`src/rtl/io_input_port.sv`:
```
// rtl/io_input_port.sv - synchronised, debounced switch/button input port with press-event interrupt
module io_input_port #(
  parameter int DEBOUNCE_CYCLES = 50000,
  parameter int CNT_W           = $clog2(DEBOUNCE_CYCLES)
) (
  input  logic        clock,
  input  logic        resetn,
  input  logic [9:0]  SW,
  input  logic [3:0]  KEY,
  input  logic        cs,
  input  logic [1:0]  addr,
  input  logic        wen,
  input  logic [31:0] wdata,
  output logic [31:0] rdata,
  output logic        irq
);

  localparam int              N_IN      = 14;
  localparam logic [N_IN-1:0] SYNC_IDLE = {4'hF, 10'h000};
  localparam logic [CNT_W-1:0] CNT_LAST = CNT_W'(DEBOUNCE_CYCLES - 1);

  localparam logic [1:0] ADDR_SW_STATE  = 2'd0;
  localparam logic [1:0] ADDR_KEY_STATE = 2'd1;
  localparam logic [1:0] ADDR_KEY_EDGE  = 2'd2;
  localparam logic [1:0] ADDR_IRQ_EN    = 2'd3;

  logic [N_IN-1:0]  sync1_q, sync1_d;
  logic [N_IN-1:0]  sync2_q, sync2_d;
  logic [N_IN-1:0]  stable_q, stable_d;
  logic [CNT_W-1:0] cnt_q [N_IN];
  logic [CNT_W-1:0] cnt_d [N_IN];
  logic [3:0]       key_edge_q, key_edge_d;
  logic [3:0]       irq_en_q, irq_en_d;

  logic [N_IN-1:0]  sync_val;
  logic             reg_wr;
  logic [3:0]       edge_set;
  logic [3:0]       edge_clr;
  logic             unused_wdata;

  assign unused_wdata = ^wdata[31:4];

  // Keys are inverted after the synchroniser so every debounced bit reads 1 = active.
  always_comb begin
    sync1_d  = {KEY, SW};
    sync2_d  = sync1_q;
    sync_val = {~sync2_q[13:10], sync2_q[9:0]};
  end

  always_comb begin
    stable_d = stable_q;
    for (int i = 0; i < N_IN; i++) begin
      cnt_d[i] = '0;
      if (sync_val[i] != stable_q[i]) begin
        if (cnt_q[i] == CNT_LAST) begin
          stable_d[i] = sync_val[i];
        end else begin
          cnt_d[i] = cnt_q[i] + 1'b1;
        end
      end
    end
  end

  // A new press and a W1C of the same bit in one cycle keeps the bit set.
  always_comb begin
    reg_wr     = cs & wen;
    edge_set   = stable_d[13:10] & ~stable_q[13:10];
    edge_clr   = (reg_wr && addr == ADDR_KEY_EDGE) ? wdata[3:0] : 4'b0000;
    key_edge_d = (key_edge_q & ~edge_clr) | edge_set;
    irq_en_d   = (reg_wr && addr == ADDR_IRQ_EN) ? wdata[3:0] : irq_en_q;
  end

  always_ff @(posedge clock) begin
    if (!resetn) begin
      sync1_q    <= SYNC_IDLE;
      sync2_q    <= SYNC_IDLE;
      stable_q   <= '0;
      key_edge_q <= 4'b0000;
      irq_en_q   <= 4'b0000;
      for (int i = 0; i < N_IN; i++) begin
        cnt_q[i] <= '0;
      end
    end else begin
      sync1_q    <= sync1_d;
      sync2_q    <= sync2_d;
      stable_q   <= stable_d;
      key_edge_q <= key_edge_d;
      irq_en_q   <= irq_en_d;
      for (int i = 0; i < N_IN; i++) begin
        cnt_q[i] <= cnt_d[i];
      end
    end
  end

  always_comb begin
    rdata = '0;
    if (cs) begin
      case (addr)
        ADDR_SW_STATE:  rdata[9:0] = stable_q[9:0];
        ADDR_KEY_STATE: rdata[3:0] = stable_q[13:10];
        ADDR_KEY_EDGE:  rdata[3:0] = key_edge_q;
        ADDR_IRQ_EN:    rdata[3:0] = irq_en_q;
        default:        rdata      = '0;
      endcase
    end
  end

  assign irq = |(key_edge_q & irq_en_q);

endmodule

```
`config.mk`:
```
export PLATFORM = sky130hd
export DESIGN_NAME = io_input_port
export DESIGN_NICKNAME = d
export VERILOG_FILES = /design/src/rtl/io_input_port.sv
export SDC_FILE = /design/constraint.sdc
export NUM_CORES = 1
export LEC_CHECK = 0
export CAP_MARGIN = 25
export CORE_MARGIN = 3
export CORE_UTILIZATION = 55
export DETAILED_ROUTE_END_ITERATION = 10
export PLACE_DENSITY = 0.75
export SYNTH_ARGS = -nofsm -noshare
export SYNTH_HDL_FRONTEND = slang
export SYNTH_SLANG_ARGS = --single-unit
```
`constraint.sdc`:
```
create_clock -name clock -period 2.83 [get_ports clock]
set_clock_uncertainty 0.2 [all_clocks]
set_input_delay 0.566 -clock clock [delete_from_list [all_inputs] [get_ports clock]]
set_output_delay 0.566 -clock clock [all_outputs]
set_load 0.005 [all_outputs]
```
=== After elaboration in Yosys (flattened, before gate mapping) ===
Memories as Yosys holds them, arrays and structs flattened.
Index checks and enable logic that the tools add are counted.

* Magnitude comparators: 0
* Equal/unequal tests: 31
* Bitwise operators: 22
* Multiply operators: 0
* Divide/modulo/power cells: 0
* Reductions and logical operators: 14
* Mux-type cells: 56
* $add $sub $neg: 14
* Shift-type cells: 0

{| class="wikitable"
|+ Operators by type and width
! operator !! count
|-
| $mux W16 || 42
|-
| $add A16 B1 Y16 const B || 14
|-
| $eq A16 B16 Y1 const B || 14
|-
| $reduce_and A2 Y1 || 10
|-
| $pmux W4 S4 || 1
|-
| $ne A1 B1 Y1 || 14
|-
| $or A1 B1 Y1 || 14
|-
| $and A4 B4 Y4 || 3
|-
| $not A4 Y4 || 3
|-
| $mux W1 || 10
|-
| $mux W10 || 1
|-
| $mux W6 || 1
|-
| $eq A2 B2 Y1 const B || 2
|-
| $mux W4 || 1
|-
| $or A4 B4 Y4 || 1
|-
| $reduce_or A4 Y1 || 1
|-
| $eq A2 B1 Y1 const B || 1
|-
| $logic_and A1 B1 Y1 || 2
|-
| $logic_not A2 Y1 || 1
|-
| $and A1 B1 Y1 || 1
|}

* Register bits: 50
* ROM bits: 0
* Memories kept: 1
* Logic and storage cells: 153
* Latch bits: 0
* Bits in writable memories: 224

{| class="wikitable"
|+ Memories
! name !! depth !! width !! read ports !! clocked after memory_dff !! write ports !! line !! source
|-
| cnt_q || 14 || 16 || 14 || 0 || 14 || 30 || <nowiki>logic [CNT_W-1:0] cnt_q [N_IN];</nowiki>
|}

=== Depth between registers and ports, before layout ===
* Depth after elaboration: 6
* Mapped depth: 7
* Mapped depth without buffers: 5

=== Least setup slack after synthesis ===
Ideal clock, no wire load.

* Path type: input port to output port
* Start: input addr[1]
* End: output rdata[1]
* Data arrival time: 1548 ps
* Path slack: 516 ps
* Cell stages on the path: 3
* Cells stage by stage: clkbuf_1 -> mux4_2 -> and2_1

* Word-level cells in the longest chain between the ends: 3

{| class="wikitable"
|+ Ends and longest elaborated chain
! item !! line !! source
|-
| start: declaration || 11 || <nowiki>input logic [1:0] addr,</nowiki>
|-
| $eq A2 B2 Y1 (tied with other cells) || 98 || <nowiki>case (addr)</nowiki>
|-
| $pmux W4 S4 (*) || 98 ||
|-
| $mux W10 (*) || 97 || <nowiki>if (cs) begin</nowiki>
|-
| end: declaration || 14 || <nowiki>output logic [31:0] rdata,</nowiki>
|}

Every way passes the cells marked *; elsewhere a longest branch is shown, timed or not.

=== Worst setup path in the final report ===
* Start: input addr[1]
* End: output rdata[0]

Same word-level chain as after synthesis.

==> flow_summary_export.csv <==
group,metric,value,unit
run_status,status,"finished, final reports clean",
cells_and_area,layout-drive-gt1-share,6.335,%
global_route,overflow,0,
clocking,cts_tree,"built",
min_path,min_path_type,"in -> reg",
critical_path,crit_path_start_kind,"input pin",
floorplanning,io_pins,85,
timing,setup_tns,0,ns
floorplanning,dieArea,23600,um2
floorplanning,start_util,56.47,%
clocking,clk_latency,0.53,ns
drt,drtIter0Drc,461,
clocking,cts_buffer_depth,3,
synth,yosysWarnings,0,
critical_path,cp.arrival,1.96,ns
job,cap_violations,0,
floorplanning,core_area,21220,um2
timing,grt_setup_unrepaired,"no",
timing,fin_crit,2.727,ns
synth,syn_inst,1320,
floorplanning,dieHeight,153.6,um
synth,synth-edff-count,0,
synth,synth.avg_cell_area,9.079,um2
floorplanning,row_count,53,
timing,max_freq,366.8,MHz
place,dpl_cell_area,12490,um2
clocking,clock_sinks,274,
global_route,antenna_found_initial,2,
critical_path,crit_path_start,"addr[1]",
synth,async_flop_share,0,%
synth,ys.flop_type,"dfxtp_1",
min_path,min_from,"resetn",
place,port_buffers,34,
critical_path,critPathSlowestCell,"mux4_2",
timing,slew_viol_final,0,
global_route,grt_pass1_vias,8239,
power,ir_drop,401.6,uV
place,place_congestion,0.8024,
critical_path,path_delay_family,"buffers and inverters",
global_route,grt_pass1_wl,37520,um
critical_path,critPathMaxStageDelay,0.50,ns
global_route,track_usage,17.99,%
power,leakagePower,4.408,nW
cells_and_area,fin_area,13470,um2
drt,antenna_left,0,
timing,setup_viol,0,
clocking,root_buffer,"clkbuf_16",
drt,drc,0,
timing,slew_headroom,57.21,%
clocking,path_clk_slew,0.06,ns
critical_path,cp.required,2.06,ns
critical_path,r2r-start,"cnt_q[1][90]",
cells_and_area,area_growth,12.40,%
synth,ys_seq_elements,274,
synth,synth_area,11980,um2
critical_path,worst-path-max-fanout,5,
critical_path,endpoint_kind,"primary output",
drt,num_vias,8859,
critical_path,worstPathCellList,"dlygate4sd2_1 -> buf_6 -> buf_6 -> mux4_2 -> and2_4 -> dlygate4sd2_1",
place,dp_hpwl,14880,um
power,powerDensity,572.6,nW/um2
critical_path,crit_buf_inv,4,
timing,tightest_slew,0.6400,ns
global_route,grt_start_max_net_pins,39,
floorplanning,die_w,153.6,um
drt,via_per_inst,5.324,
synth,ys_seq_area_share,45.77,%
timing,whs,0.1888,ns
cells_and_area,antenna_cells,0,
timing,period_share,96.34,%
drt,first_pass_iters,5,
critical_path,critPathKind,"in -> out",
drt,wl_per_cell,13.23,um
synth,yosysUniqueCellTypes,48,
timing,hold_violations,0,
cells_and_area,fin_nets,1434,
clocking,cts_htree_levels,1,
drt,wl,22010,um
clocking,numCtsBuffers,29,
==> registers in the layout, summed over array words and instances, names as in the netlist <==
signal / cells
sync2_q: 14
sync1_q: 14
key_edge_q: 4
stable_q: 14
cnt_q: 224
irq_en_q: 4
==> cell families after synthesis <==
group,synth area share [%]
flip-flops,45.77
adder cells (fa/ha/maj),1.462
XOR/XNOR,14.32
AND/OR/NAND/NOR,30.27
AO/OA/AOI/OAI,1.848
other,0.03129
multiplexers,2.088
buffers and inverters,4.207
==> cell usage after synthesis, types with 14 or more instances <==
library cell / n / area share [%]
xor2_1: 52 / 3.8
nor2b_1: 17 / 0.89
and2_1: 34 / 1.8
and3_1: 20 / 1.0
inv_1: 45 / 1.4
clkbuf_1: 17 / 0.53
xnor2_1: 144 / 11
ha_1: 14 / 1.5
nor4_1: 42 / 2.2
nand3_1: 80 / 3.3
nor2_1: 242 / 7.6
nand4_1: 55 / 2.9
buf_4: 24 / 1.5
mux2i_1: 16 / 1.3
dfxtp_1: 274 / 46
nor3_1: 50 / 2.1
or4_1: 14 / 0.88
nand2_1: 56 / 1.8
==> layout by cell type, fill, tap and decap left out, types with 20 or more instances in the layout <==
cell type,instances
nor4_1,42
inv_1,45
nand4_1,55
and2_1,33
nand2_1,56
clkdlybuf4s50_1,22
nand3_1,80
and3_1,20
conb_1,22
nor2_1,242
dfxtp_1,274
clkbuf_16,29
xor2_1,52
xnor2_1,144
nor3_1,50
==> stage by stage <==
| step | utilization [%] | power (W) | instances | worst slack [ns] |
|---|---|---|---|---|
| after global routing | 63.48 | 0.007962 | 1664 | 0.06679 |
| after global placement | 58.84 | 0.004120 | 1610 | -0.3125 |
| after floorplan | - | 0.004085 | 1341 | 0.5162 |
| final | 63.48 | 0.007713 | 1664 | 0.1035 |
| after detailed placement | 58.84 | 0.004123 | 1610 | -0.3195 |
| after CTS | 63.37 | 0.007815 | 1664 | 0.009524 |
==> per-layer routing <==
metal	global-route usage [%]	share of wire, %
met2	29.83	46
met4	4.163	2.2
met1	24.05	48
met5	0	0.14
met3	4.165	4.6
==> timing repair <==
| item | in CTS | in global routing |
|---|---|---|
| pin swaps | 1 | 0 |
| setup buffers | 2 | 0 |
| hold buffers | 0 | 0 |
| gates resized for setup | 12 | 7 |
| setup endpoints to repair | 10 | 4 |
==> worst paths after layout <==
check / endpoint / slack (ns) / cells past startpoint
setup / recovery: rdata[0] / 0.10 / 6
hold / removal: stable_q[2] / 0.19 / 2
setup reg to reg: cnt_q[1][85] / 0.58 / 4
hold reg to reg: sync2_q[12] / 0.21 / 1
==> layout make-up <==
type / instances / area [um2]
Timing Repair Buffer: 45 / 449.2
Fill cell: 1748 / 7750
Clock inverter: 18 / 181.4
Tap cell: 275 / 344.1
Multi-Input combinational cell: 973 / 6087
Sequential cell: 274 / 5485
Clock buffer: 34 / 754.5
Inverter: 45 / 168.9
==> power by group <==
group	switching (W)	leakage (nW)	internal, W	total, W
Combinational	0.0000777	1.74	0.0000665	0.000144
Sequential	0.0000149	2.21	0.00388	0.00390
Clock	0.00149	0.452	0.00218	0.00367
No activity file was read; power rests on OpenSTA's default activity.
==> edit, RTL diff (same flow settings) <==
`key_edge_q` no longer has a reset.
--- a/src/rtl/io_input_port.sv
+++ b/src/rtl/io_input_port.sv
@@ -75,7 +75,6 @@
       sync1_q    <= SYNC_IDLE;
       sync2_q    <= SYNC_IDLE;
       stable_q   <= '0;
-      key_edge_q <= 4'b0000;
       irq_en_q   <= 4'b0000;
       for (int i = 0; i < N_IN; i++) begin
         cnt_q[i] <= '0;
@@ -84,12 +83,15 @@
       sync1_q    <= sync1_d;
       sync2_q    <= sync2_d;
       stable_q   <= stable_d;
-      key_edge_q <= key_edge_d;
       irq_en_q   <= irq_en_d;
       for (int i = 0; i < N_IN; i++) begin
         cnt_q[i] <= cnt_d[i];
       end
     end
+  end
+
+  always_ff @(posedge clock) begin
+    key_edge_q <= key_edge_d;
   end
 
   always_comb begin
Function: no difference found for any inputs over 10 cycles, from zero or initial values and one cycle with resetn low; that may be too few to reach the edited logic, so the function may still have changed.
==> edit against the unedited design <==
- setup slack worse by 0.074 ns
- area after synthesis down 1.2%
- total power up 3.2%
- via count decreased by 0.70%
- final area down 0.24%
- wire length is 2.4% lower
- sequential cell count did not move
- critical endpoint is now rdata[1]
==> edit: results (changes against the unedited design) <==
status: "finished, final reports clean"
largest_register: "cnt_q"
io_buffers: 34  # unchanged
fin_util: 0.637  # +0.00245
fin_nets: 1435  # +0.070%
grtUsageTotal: 0.181  # +0.000774
largest_reg_flops: 224  # unchanged
drive_above_1_share: 0.0683  # +0.00499
synth_cell_types: 50  # +4.2%
antenna_found_initial: 0  # -2
num_antenna_cells: 0  # unchanged
grt_max_degree: 19  # -51%
power.internal_mw: 6.37  # +3.9%
ys_top_cells_by_area: "dfxtp_1 46%, xnor2_1 12%, nor2_1 8.1%"
p_leak_nw: 4.35  # -1.2%
async_flop_share: 0  # unchanged
numCtsBuffers: 28  # -3.4%
crit_path_max_fanout: 5  # unchanged
timing.reg2reg.worst_path_depth: 5  # +1
ir_drop_uv: 496  # +24%
cts_buffer_depth: 3  # unchanged
htreeDepth: 1  # unchanged
routabilityCongestion: 0.829  # +3.3%
cts_root_buf: "clkbuf_16"
clk_latency_ns: 0.54
min_path_cells: 1  # -1
synth_ff_type: "dfxtp_1"
first_pass_iters: 5  # unchanged
grt_pass1_vias: 8163  # -0.92%
ys_seq_area_frac: 0.463  # +0.00556
hold_path.class: "register to register"
pre_cts_slack_ns: -0.366  # -0.0463 ns
dp_hpwl_um: 14200  # -4.8%
synth_common_cells: "274 x dfxtp_1, 255 x nor2_1, 160 x xnor2_1, 78 x nand3_1, 60 x nor4_1"
vias: 8797  # -0.70%
tightest_slew_ns: 0.622  # -0.0183 ns
wl_per_cell_um: 12.9  # -2.5%
yosysWarnings: 0  # unchanged
path_clk_slew_ns: 0.06  # about the same
drt_iter0_drc: 434  # -5.9%
grt_pass1_wl_um: 37300  # -0.59%
==> edit: critical path, cell delays in order <==
cell,delay (ns)
clkdlybuf4s15_2,0.21
buf_6,0.14
mux4_2,0.50
and2_1,0.18
clkdlybuf4s50_1,0.44
==> edit: layout make-up <==
class | instances | area [um^2]
timing repair buffer | 49 | 453
sequential | 274 | 5490
multi-input combinational | 965 | 5960
clock inverter | 13 | 170
tap | 275 | 344
clock buffer | 38 | 830
fill | 1751 | 7650
inverter | 51 | 191
==> edit: final timing paths <==
check,start,to,slack [ns]
max reg2reg,cnt_q[0][51]$_SDFF_PP0_,cnt_q[0][52]$_SDFF_PP0_,0.50
min reg2reg,sync1_q[13]$_SDFF_PN1_,sync2_q[13]$_SDFF_PN1_,0.21
max,addr[1],rdata[1],0.03
min,sync1_q[13]$_SDFF_PN1_,sync2_q[13]$_SDFF_PN1_,0.21
==> edit: what timing repair did <==
action / CTS / global route
resized for setup: 15 / 2
setup buffers: 2 / 1
pin swaps: 1 / 0
hold buffers: 0 / 0
setup endpoints to repair: 10 / 3
==> edit: logic make-up after synthesis <==
group / synth area share
AND/OR/NAND/NOR: 0.297
other: 0.000317
adder cells (fa/ha/maj): 0.0148
buffers and inverters: 0.0408
XOR/XNOR: 0.152
AO/OA/AOI/OAI: 0.0127
multiplexers: 0.0186
flip-flops: 0.463
==> edit: power groups by stage <==
stage | Clock [mW] | Sequential [mW] | Combinational (mW)
finish | 3.90 | 3.91 | 0.154
global route | 4.15 | 3.91 | 0.171
CTS | 3.99 | 3.91 | 0.155
detailed placement | 0 | 3.99 | 0.150
global placement | 0 | 3.99 | 0.148
floorplan | 0 | 3.99 | 0.105
==> edit: layer usage <==
metal / GRT usage / share of wire / vias up
met2: 0.295 / 0.46 / 104
met5: 0 / 0 / -
met3: 0.0298 / 0.034 / 30
li1: - / - / 4544
met4: 0.0467 / 0.017 / 0
met1: 0.251 / 0.49 / 4119
==> edit: stage by stage <==
stage	cells	instance area [um^2]
after floorplan	1338	11900
after global placement	1611	12400
after detailed placement	1611	12400
after CTS	1664	13400
after global routing	1665	13400
final	1665	13400
